$ cat src/rtl/axis_bram_adapter_v1_0_line_reader_pkg.sv
// Shared state encodings, default geometry and word-select helper for the BRAM line reader.
package axis_bram_adapter_pkg;

  localparam int unsigned DEF_WORDS_PER_LINE = 36;
  localparam int unsigned CNT_W              = $clog2(DEF_WORDS_PER_LINE);

  typedef logic [2:0] state_t;

  localparam state_t S_IDLE   = 3'd0;
  localparam state_t S_FETCH  = 3'd1;
  localparam state_t S_WAIT   = 3'd2;
  localparam state_t S_STREAM = 3'd3;
  localparam state_t S_DONE   = 3'd4;

  // Bit offset of word idx inside a packed line of word_w-bit words.
  function automatic int unsigned word_base(input int unsigned idx, input int unsigned word_w);
    return idx * word_w;
  endfunction

endpackage

$ cat src/rtl/axis_bram_adapter_v1_0_line_reader_if.sv
// AXI4-Stream bundle carrying the serialised BRAM words out of the line reader.
interface axis_bram_adapter_v1_0_line_reader_if #(
  parameter int unsigned WORD_WIDTH = 32
);
  logic [WORD_WIDTH-1:0] tdata;
  logic                  tvalid;
  logic                  tready;
  logic                  tlast;

  modport master (output tdata, output tvalid, output tlast, input tready);
  modport slave  (input tdata, input tvalid, input tlast, output tready);
endinterface

$ cat src/rtl/axis_bram_adapter_v1_0_line_reader_line_buf.sv
// One captured BRAM line with a word-select read port.
module axis_bram_adapter_v1_0_line_buf
  import axis_bram_adapter_pkg::*;
#(
  parameter int unsigned BRAM_WIDTH_IN_WORD = 36,
  parameter int unsigned WORD_WIDTH         = 32,
  parameter int unsigned SEL_W              = 6
) (
  input  logic                                     clk,
  input  logic                                     rstn,
  input  logic                                     load,
  input  logic [BRAM_WIDTH_IN_WORD*WORD_WIDTH-1:0] din,
  input  logic [SEL_W-1:0]                         sel,
  output logic [WORD_WIDTH-1:0]                    word
);

  logic [BRAM_WIDTH_IN_WORD*WORD_WIDTH-1:0] q;

  always_ff @(posedge clk or negedge rstn) begin
    if (!rstn) begin
      q <= '0;
    end else if (load) begin
      q <= din;
    end
  end

  assign word = q[word_base(32'(sel), WORD_WIDTH) +: WORD_WIDTH];

endmodule

$ cat src/rtl/axis_bram_adapter_v1_0_line_reader.sv
// Reads BRAM lines start..bound (inclusive, wrapping) and serialises them onto an AXI4-Stream master.
// Define AXIS_BRAM_READER_PREFETCH_EN for ping-pong buffering with no bubble between lines.
module axis_bram_adapter_v1_0_line_reader
  import axis_bram_adapter_pkg::*;
#(
  parameter int unsigned BRAM_DEPTH         = 12,
  parameter int unsigned BRAM_WIDTH_IN_WORD = 36,
  parameter int unsigned WORD_WIDTH         = 32,
  parameter int unsigned BRAM_RD_LATENCY    = 2
) (
  input  logic                                     clk,
  input  logic                                     rstn,
  input  logic                                     start,
  input  logic [BRAM_DEPTH-1:0]                    bram_start_index,
  input  logic [BRAM_DEPTH-1:0]                    bram_bound_index,
  output logic                                     busy,
  output logic                                     done,
  output logic                                     bram_en,
  output logic [BRAM_DEPTH-1:0]                    bram_index,
  input  logic [BRAM_WIDTH_IN_WORD*WORD_WIDTH-1:0] bram_dout,
  axis_bram_adapter_v1_0_line_reader_if.master     m_axis
);

  localparam int unsigned CW = (BRAM_WIDTH_IN_WORD > 1) ? $clog2(BRAM_WIDTH_IN_WORD) : 1;
  localparam int unsigned L  = BRAM_RD_LATENCY;
  localparam logic [CW-1:0] LAST_WORD = CW'(BRAM_WIDTH_IN_WORD - 1);

  state_t                state;
  logic [BRAM_DEPTH-1:0] cur, bound, cur_next;
  logic [CW-1:0]         cnt;
  logic [L-1:0]          rd_pipe;
  logic                  captured, handshake;

  // rd_pipe tracks each issued read; its MSB marks the cycle bram_dout is valid.
  assign captured  = rd_pipe[L-1];
  assign cur_next  = cur + BRAM_DEPTH'(1);
  assign handshake = m_axis.tvalid & m_axis.tready;

  assign busy          = (state != S_IDLE) && (state != S_DONE);
  assign done          = (state == S_DONE);
  assign m_axis.tvalid = (state == S_STREAM);
  assign m_axis.tlast  = (state == S_STREAM) && (cnt == LAST_WORD) && (cur == bound);

`ifdef AXIS_BRAM_READER_PREFETCH_EN
  logic                  act, pf_full;
  logic [1:0]            load;
  logic [WORD_WIDTH-1:0] word [2];

  // In STREAM the pending read targets the idle buffer; in WAIT it targets the active one.
  assign load = !captured ? 2'b00 : (state == S_STREAM) ? {~act, act} : {act, ~act};

  for (genvar i = 0; i < 2; i++) begin : g_buf
    axis_bram_adapter_v1_0_line_buf #(
      .BRAM_WIDTH_IN_WORD(BRAM_WIDTH_IN_WORD),
      .WORD_WIDTH        (WORD_WIDTH),
      .SEL_W             (CW)
    ) u_buf (
      .clk (clk),
      .rstn(rstn),
      .load(load[i]),
      .din (bram_dout),
      .sel (cnt),
      .word(word[i])
    );
  end

  assign m_axis.tdata = word[act];
`else
  logic [WORD_WIDTH-1:0] word;

  axis_bram_adapter_v1_0_line_buf #(
    .BRAM_WIDTH_IN_WORD(BRAM_WIDTH_IN_WORD),
    .WORD_WIDTH        (WORD_WIDTH),
    .SEL_W             (CW)
  ) u_buf (
    .clk (clk),
    .rstn(rstn),
    .load(captured),
    .din (bram_dout),
    .sel (cnt),
    .word(word)
  );

  assign m_axis.tdata = word;
`endif

  always_ff @(posedge clk or negedge rstn) begin
    if (!rstn) begin
      state      <= S_IDLE;
      cur        <= '0;
      bound      <= '0;
      cnt        <= '0;
      bram_en    <= 1'b0;
      bram_index <= '0;
      rd_pipe    <= '0;
`ifdef AXIS_BRAM_READER_PREFETCH_EN
      act        <= 1'b0;
      pf_full    <= 1'b0;
`endif
    end else begin
      bram_en <= 1'b0;
      rd_pipe <= (rd_pipe << 1) | L'(bram_en);
`ifdef AXIS_BRAM_READER_PREFETCH_EN
      if (captured && state == S_STREAM) pf_full <= 1'b1;
`endif
      case (state)
        S_IDLE: begin
          if (start) begin
            cur        <= bram_start_index;
            bound      <= bram_bound_index;
            bram_en    <= 1'b1;
            bram_index <= bram_start_index;
            state      <= S_FETCH;
          end
        end
        S_FETCH: state <= S_WAIT;
        S_WAIT: begin
          if (captured) begin
            state <= S_STREAM;
            cnt   <= '0;
`ifdef AXIS_BRAM_READER_PREFETCH_EN
            if (cur != bound) begin
              bram_en    <= 1'b1;
              bram_index <= cur_next;
            end
`endif
          end
        end
        S_STREAM: begin
          if (handshake) begin
            if (cnt != LAST_WORD) begin
              cnt <= cnt + CW'(1);
            end else if (cur == bound) begin
              state <= S_DONE;
            end else begin
              cur <= cur_next;
              cnt <= '0;
`ifdef AXIS_BRAM_READER_PREFETCH_EN
              // Swap now; if the next line has not landed yet, stall in WAIT on the new active buffer.
              act     <= ~act;
              pf_full <= 1'b0;
              if (pf_full || captured) begin
                if (cur_next != bound) begin
                  bram_en    <= 1'b1;
                  bram_index <= cur_next + BRAM_DEPTH'(1);
                end
              end else begin
                state <= S_WAIT;
              end
`else
              bram_en    <= 1'b1;
              bram_index <= cur_next;
              state      <= S_FETCH;
`endif
            end
          end
        end
        S_DONE:  state <= S_IDLE;
        default: state <= S_IDLE;
      endcase
    end
  end

endmodule
$ cat src/flat_wrapper.sv
// flat-port wrapper written by rule: the top's interface ports become plain ports
module axis_bram_adapter_v1_0_line_reader_flat import axis_bram_adapter_pkg::*;
#(
  parameter int unsigned BRAM_DEPTH         = 12,
  parameter int unsigned BRAM_WIDTH_IN_WORD = 36,
  parameter int unsigned WORD_WIDTH         = 32,
  parameter int unsigned BRAM_RD_LATENCY    = 2
)
  (clk, rstn, start, bram_start_index, bram_bound_index, busy, done, bram_en, bram_index, bram_dout, m_axis_tdata, m_axis_tvalid, m_axis_tlast, m_axis_tready);
  axis_bram_adapter_v1_0_line_reader_if #(.WORD_WIDTH(WORD_WIDTH)) m_axis_i ();
  input  logic clk;
  input  logic rstn;
  input  logic start;
  input  logic [BRAM_DEPTH-1:0] bram_start_index;
  input  logic [BRAM_DEPTH-1:0] bram_bound_index;
  output logic busy;
  output logic done;
  output logic bram_en;
  output logic [BRAM_DEPTH-1:0] bram_index;
  input  logic [BRAM_WIDTH_IN_WORD*WORD_WIDTH-1:0] bram_dout;
  output wire logic [$bits(m_axis_i.tdata)-1:0] m_axis_tdata;
  output wire logic [$bits(m_axis_i.tvalid)-1:0] m_axis_tvalid;
  output wire logic [$bits(m_axis_i.tlast)-1:0] m_axis_tlast;
  input wire logic [$bits(m_axis_i.tready)-1:0] m_axis_tready;
  assign m_axis_tdata = m_axis_i.tdata;
  assign m_axis_tvalid = m_axis_i.tvalid;
  assign m_axis_tlast = m_axis_i.tlast;
  assign m_axis_i.tready = m_axis_tready;
  axis_bram_adapter_v1_0_line_reader #(.BRAM_DEPTH(BRAM_DEPTH), .BRAM_WIDTH_IN_WORD(BRAM_WIDTH_IN_WORD), .WORD_WIDTH(WORD_WIDTH), .BRAM_RD_LATENCY(BRAM_RD_LATENCY)) u_core (.clk(clk), .rstn(rstn), .start(start), .bram_start_index(bram_start_index), .bram_bound_index(bram_bound_index), .busy(busy), .done(done), .bram_en(bram_en), .bram_index(bram_index), .bram_dout(bram_dout), .m_axis(m_axis_i));
endmodule
$ cat config.mk
export PLATFORM = sky130hd
export DESIGN_NAME = axis_bram_adapter_v1_0_line_reader_flat
export DESIGN_NICKNAME = d
export VERILOG_FILES = /design/src/rtl/axis_bram_adapter_v1_0_line_reader_pkg.sv /design/src/rtl/axis_bram_adapter_v1_0_line_reader_if.sv /design/src/rtl/axis_bram_adapter_v1_0_line_reader_line_buf.sv /design/src/rtl/axis_bram_adapter_v1_0_line_reader.sv /design/src/flat_wrapper.sv
export SDC_FILE = /design/constraint.sdc
export NUM_CORES = 2
export LEC_CHECK = 0
export ABC_AREA = 1
export CAP_MARGIN = 20
export CORE_AREA = 2 2 477 479
export CTS_CLUSTER_SIZE = 25
export DETAILED_ROUTE_END_ITERATION = 8
export DIE_AREA = 0 0 479 481
export MAX_ROUTING_LAYER = met4
export PLACE_DENSITY = 0.55
export SYNTH_ARGS = -nofsm -noshare
export SYNTH_HDL_FRONTEND = slang
export SYNTH_SLANG_ARGS = --single-unit
export TNS_END_PERCENT = 5
$ cat constraint.sdc
create_clock -name clk -period 2.64 [get_ports clk]
set_clock_uncertainty 0.2 [all_clocks]
set_input_delay 0.528 -clock clk [delete_from_list [all_inputs] [get_ports clk]]
set_output_delay 0.528 -clock clk [all_outputs]
set_load 0.05 [all_outputs]
======== Word level (Yosys, flattened, before mapping) ========
Index checks and enable logic that the tools add are counted.
storage, ports and cells
  register bits after elaboration ......... 1,188
  logic and storage cells ................. 58
  input bits .............................. 1,180
  output and inout bits ................... 49
operators by class
  bitwise logic cells ..................... 2
  muxes and demuxes ....................... 21
  reduce and logical (&&, ||, !) cells .... 11
  shift operators ......................... 1
  add/sub/neg operators ................... 2
  eq/ne operators ......................... 14
operator list
  cell                     count
  $shiftx A1152 B12 Y32    1
  $mux W12                 4
  $mux W6                  4
  $pmux W12 S2             1
  $mux W3                  5
  $add A12 B1 Y12 const B  1
  $eq A12 B12 Y1           1
  $pmux W3 S4              1
  $pmux W6 S2              1
  $ne A2 B2 Y1 const B     4
  $reduce_and A4 Y1        2
  $add A6 B1 Y6 const B    1
  $eq A3 B2 Y1 const B     2
  $eq A6 B6 Y1 const B     1
  $ne A3 B3 Y1 const B     2
  $ne A6 B6 Y1 const B     1
  $reduce_and A5 Y1        1
  $mux W1                  4
  $reduce_bool A2 Y1       2
  $eq A3 B1 Y1 const B     1
  $eq A3 B3 Y1 const B     1
  $logic_and A1 B1 Y1      3
  $logic_not A3 Y1         1
  $reduce_bool A3 Y1       1
  other kinds (5)          5

======== Longest topological paths before layout ========
  depth in word-level cells ............... 5
  gate-level depth with buffers ........... 13
  depth with buffers taken out ............ 11

======== Hierarchy ========
From an unflattened synthesis, not the netlist that was laid out.
unflattened totals
  cells, all modules ...................... 6,692
  area, all modules ....................... 56,977.1 um2
modules (own cells, without submodules)
  module                              area each (um2)  sequential area each (um2)  times used  cells an instance
  axis_bram_adapter_v1_0_line_buf     54,795.1         28,827.6                    1           6,379
  axis_bram_adapter_v1_0_line_reader  2,182.1          900.9                       1           313

======== Worst setup path after synthesis ========
No wires, ideal clock.
  path kind ............................... register to output
  from .................................... register u_core.cnt[0]
  to ...................................... output port m_axis_tdata[10]
  buffers on the path ..................... 4
  cell stages (with the launch flop) ...... 12
  arrival time ............................ 1,707 ps
  slack ................................... 205 ps
  data required time ...................... 1,912 ps
  cells stage by stage .................... dfrtp_1 buf_6 buf_6 buf_6 buf_2 a21oi_1 o21ai_0 nand2_1 nand2_1 nand3_1 nand3_1 nand2_1
between the ends
  cells in the longest elaborated chain, start to end .. 1
ends and longest elaborated chain
  what                    line                                               RTL
  start, declared         axis_bram_adapter_v1_0_line_reader.sv:30           logic [CW-1:0] cnt;
  start signal, assigned  axis_bram_adapter_v1_0_line_reader.sv:132          cnt <= cnt + CW'(1);
  $shiftx A1152 B12 Y32   axis_bram_adapter_v1_0_line_reader_line_buf.sv:27  assign word = q[word_base(32'(sel), WORD_WIDTH) +: WORD_WIDTH];
  end, declared           flat_wrapper.sv:21                                 output wire logic [$bits(m_axis_i.tdata)-1:0] m_axis_tdata;
Every way passes these cells.

======== Worst setup path after layout ========
  from .................................... register u_core.cnt[0]
  to ...................................... output port m_axis_tdata[31]
Same word-level chain as after synthesis.

==> results.json <==
{
  "hold_start": "bram_dout[662]",
  "port_buffers": 1228,
  "final_common_cell": "nand2_1",
  "timing_hold_violations_final": 0,
  "final-setup-viol-count": 46,
  "die_y_um": 481,
  "start_util_pct": 25.4,
  "crit_type": "register to output pin",
  "finalCritPeriodShare_pct": 148,
  "worstPathRequired_ns": 1.91,
  "layout_common_cells": "1,996 x nand2_1, 1,183 x dfrtp_1, 1,178 x clkdlybuf4s50_1",
  "ys.flop_type": "dfrtp_1",
  "overflow": 0,
  "rsz0062_at_grt": "yes",
  "grt_pass1_wl_um": 406000,
  "worstReg2RegStart": "u_core.cnt[0]",
  "fmax_mhz": 257,
  "slowest_delay_ns": 0.45,
  "core_um2": 226000,
  "drc": 0,
  "clock-root-buffer": "clkbuf_16",
  "ys_seq_area_share_pct": 51.9,
  "clkSinkCount": 1188,
  "grt_antenna_before_repair": 135,
  "ant_nets": 0,
  "grt_max_degree": 177,
  "worst_pin_slew_ns": 0.721,
  "slew_headroom_pct": 51.9,
  "rows": 175,
  "dr.pass1.iters": 5,
  "ys_types": 32,
  "outcome": "finished, violations left",
  "fill_cells": 22700,
  "slew_violations": 0,
  "vdd_drop_max_uv": 551,
  "die_w_um": 479,
  "path_cells": "buf_12 -> clkinv_16 -> buf_16 -> buf_16 -> clkbuf_16 -> nand2_1 -> nand3_1 -> a21oi_2 -> nor2_2 -> nand2_2 -> nand3_4 -> nand2_4 -> buf_12",
  "violations": "negative setup slack",
  "cts_tree": "built",
  "cp-start-kind": "register",
  "insertion_delay_ns": 0.80,
  "hp-class": "primary input to register",
  "fin_tns_setup_ns": -39.66,
  "async_reset_ff_share_pct": 100,
  "area_growth_pct": 50.1,
  "drt_iter0_markers": 4189,
  "viasPerCell": 4.68,
  "post-route-util_pct": 38.1,
  "synth_edf_count": 0,
  "place_congestion": 0.950,
  "wirelength_um": 300000,
  "final_nets": 9443,
  "htree_levels": 4,
  "arrival_ns": 3.17,
  "grt_pass1_vias": 54000,
  "power_density_nw_per_um2": 1170,
  "clk_path_buf_depth": 3,
  "postLayoutSetupSlackWorst_ns": -1.25,
  "vias": 53800,
  "cp_max_fo": 8,
  "die_area_um2": 230000,
  "critPathCaptureType": "output pin",
  "synth_area_per_cell_um2": 8.42,
  "synth_area_um2": 57200,
  "synth-seq-cells": 1188,
  "place_hpwl_um": 233000,
  "maxCapViolCount": 0,
  "clkTransAtPathRegs_ns": 0.06,
  "grt_util_all_layers_pct": 25.7,
  "drive_above_1_share_pct": 20.5,
  "crit_start": "u_core.cnt[0]",
  "io_pins": 1229,
  "syn_inst": 6797,
  "fin_crit_ns": 3.89,
  "wl_per_cell_um": 26.1,
  "yosys_warnings": 0,
  "syn-num-nets": 7979,
  "cp_slowest_cell": "dfrtp_4",
  "cts_buffers": 146,
  "place_ws_ns": -1.16,
  "leakage_uw": 0.0382
}
## report_power, final
| group | leakage, uW | internal, uW | switching [uW] |
|---|---|---|---|
| sequential | 0.0144 | 27200 | 3960 |
| clock | 0.00242 | 12500 | 8700 |
| combinational | 0.0214 | 19400 | 28900 |
## worst max-delay path, delay by kind of cell (launching register included)
family,cells,cell delay [ns]
compound gates,1,0.24
buf+inv,6,0.98
flops,1,0.45
simple gates,6,0.59
## area by class of cell
cell class	instances	area (um^2)	share of cell area (%)
Sequential cell	1188	29700	34.6
Multi-Input combinational cell	4380	24500	28.5
Timing Repair Buffer	1762	19600	22.8
Clock buffer	194	4060	4.73
Tap cell	3009	3760	4.38
Inverter	779	3000	3.49
Clock inverter	70	920	1.07
Antenna cell	93	233	0.271
Timing Repair inverter	4	63.8	0.0743
## cell families (layout without fill, tap and decap cells)
group,Yosys count,in the layout,synth area share [%]
compound gates,1082,1082,9.75
xor+xnor,22,22,0.337
other cells,0,93,0
mux,456,456,8.97
simple gates,2818,2818,19.8
buf+inv,1229,2809,9.17
flops,1188,1188,51.9
fa+ha+maj,2,2,0.0437
## path summary, 6_finish.rpt
kind                                        to  slack (ns)  depth (start not counted)
setup reg to reg                 u_core.cnt[1]       -0.19                         13
setup / recovery              m_axis_tdata[31]       -1.25                         13
hold reg to reg              u_core.rd_pipe[1]        0.14                          0
max in group asynchronous  u_core.u_buf.q[128]        0.99                          4
min in group asynchronous  u_core.u_buf.q[571]        0.10                          2
hold / removal             u_core.u_buf.q[662]        0.07                          3
## cell usage after synthesis (2+ instances only)
master	count	area share, %
a21oi_1	178	1.6
buf_1	12	0.079
buf_2	238	2.1
buf_4	65	0.85
buf_6	12	0.24
clkbuf_1	123	0.81
dfrtp_1	1188	52
ha_1	2	0.044
inv_1	775	5.1
inv_2	3	0.020
mux2_2	455	8.9
nand2_1	2190	14
nand2_2	5	0.055
nand3_1	512	4.5
nand3b_1	2	0.026
nand4_1	18	0.20
nor2_1	79	0.52
nor2_4	3	0.059
nor3_2	2	0.035
o211ai_1	65	0.85
o21ai_0	810	7.1
o21ai_1	28	0.24
or2_2	3	0.033
xnor2_1	11	0.17
xor2_1	11	0.17
## layer usage
| layer | part of all wire (%) | wire length (um) | vias to the layer above | GRT usage [%] |
|---|---|---|---|---|
| met5 | 0 | 0 | - | - |
| met4 | 4.6 | 13800 | 0 | 10.1 |
| met3 | 6.8 | 20300 | 497 | 5.69 |
| met2 | 47 | 141000 | 2124 | 41.1 |
| met1 | 41 | 124000 | 26500 | 31.4 |
| li1 | - | - | 24700 | - |
## flip-flops by register name, indices dropped and copies added, names as in the netlist
name               flops
u_core.bound          12
u_core.bram_en         1
u_core.bram_index     12
u_core.cnt             6
u_core.rd_pipe         2
u_core.state           3
u_core.u_buf.q      1152
## per-stage QoR
step | instance area [um^2] | instances | power (uW) | hold WS [ns]
floorplan | 57200 | 6797 | 53300 | 0.0324
global placement | 76600 | 11100 | 73800 | 0.135
detailed placement | 76600 | 11100 | 74600 | 0.138
CTS | 83800 | 11400 | 99000 | 0.0111
global route | 85900 | 11500 | 106000 | 0.0285
finish | 85900 | 11500 | 101000 | 0.0747
## what timing repair did
item	4_1_cts	5_1_grt
endpoints found under the hold margin	619	0
pin swaps	61	152
hold buffers	1	0
cloned	17	19
resized for setup	398	356
buffers inserted	22	23
setup endpoints to repair	68	55
(Power assumes the default switching activity.)
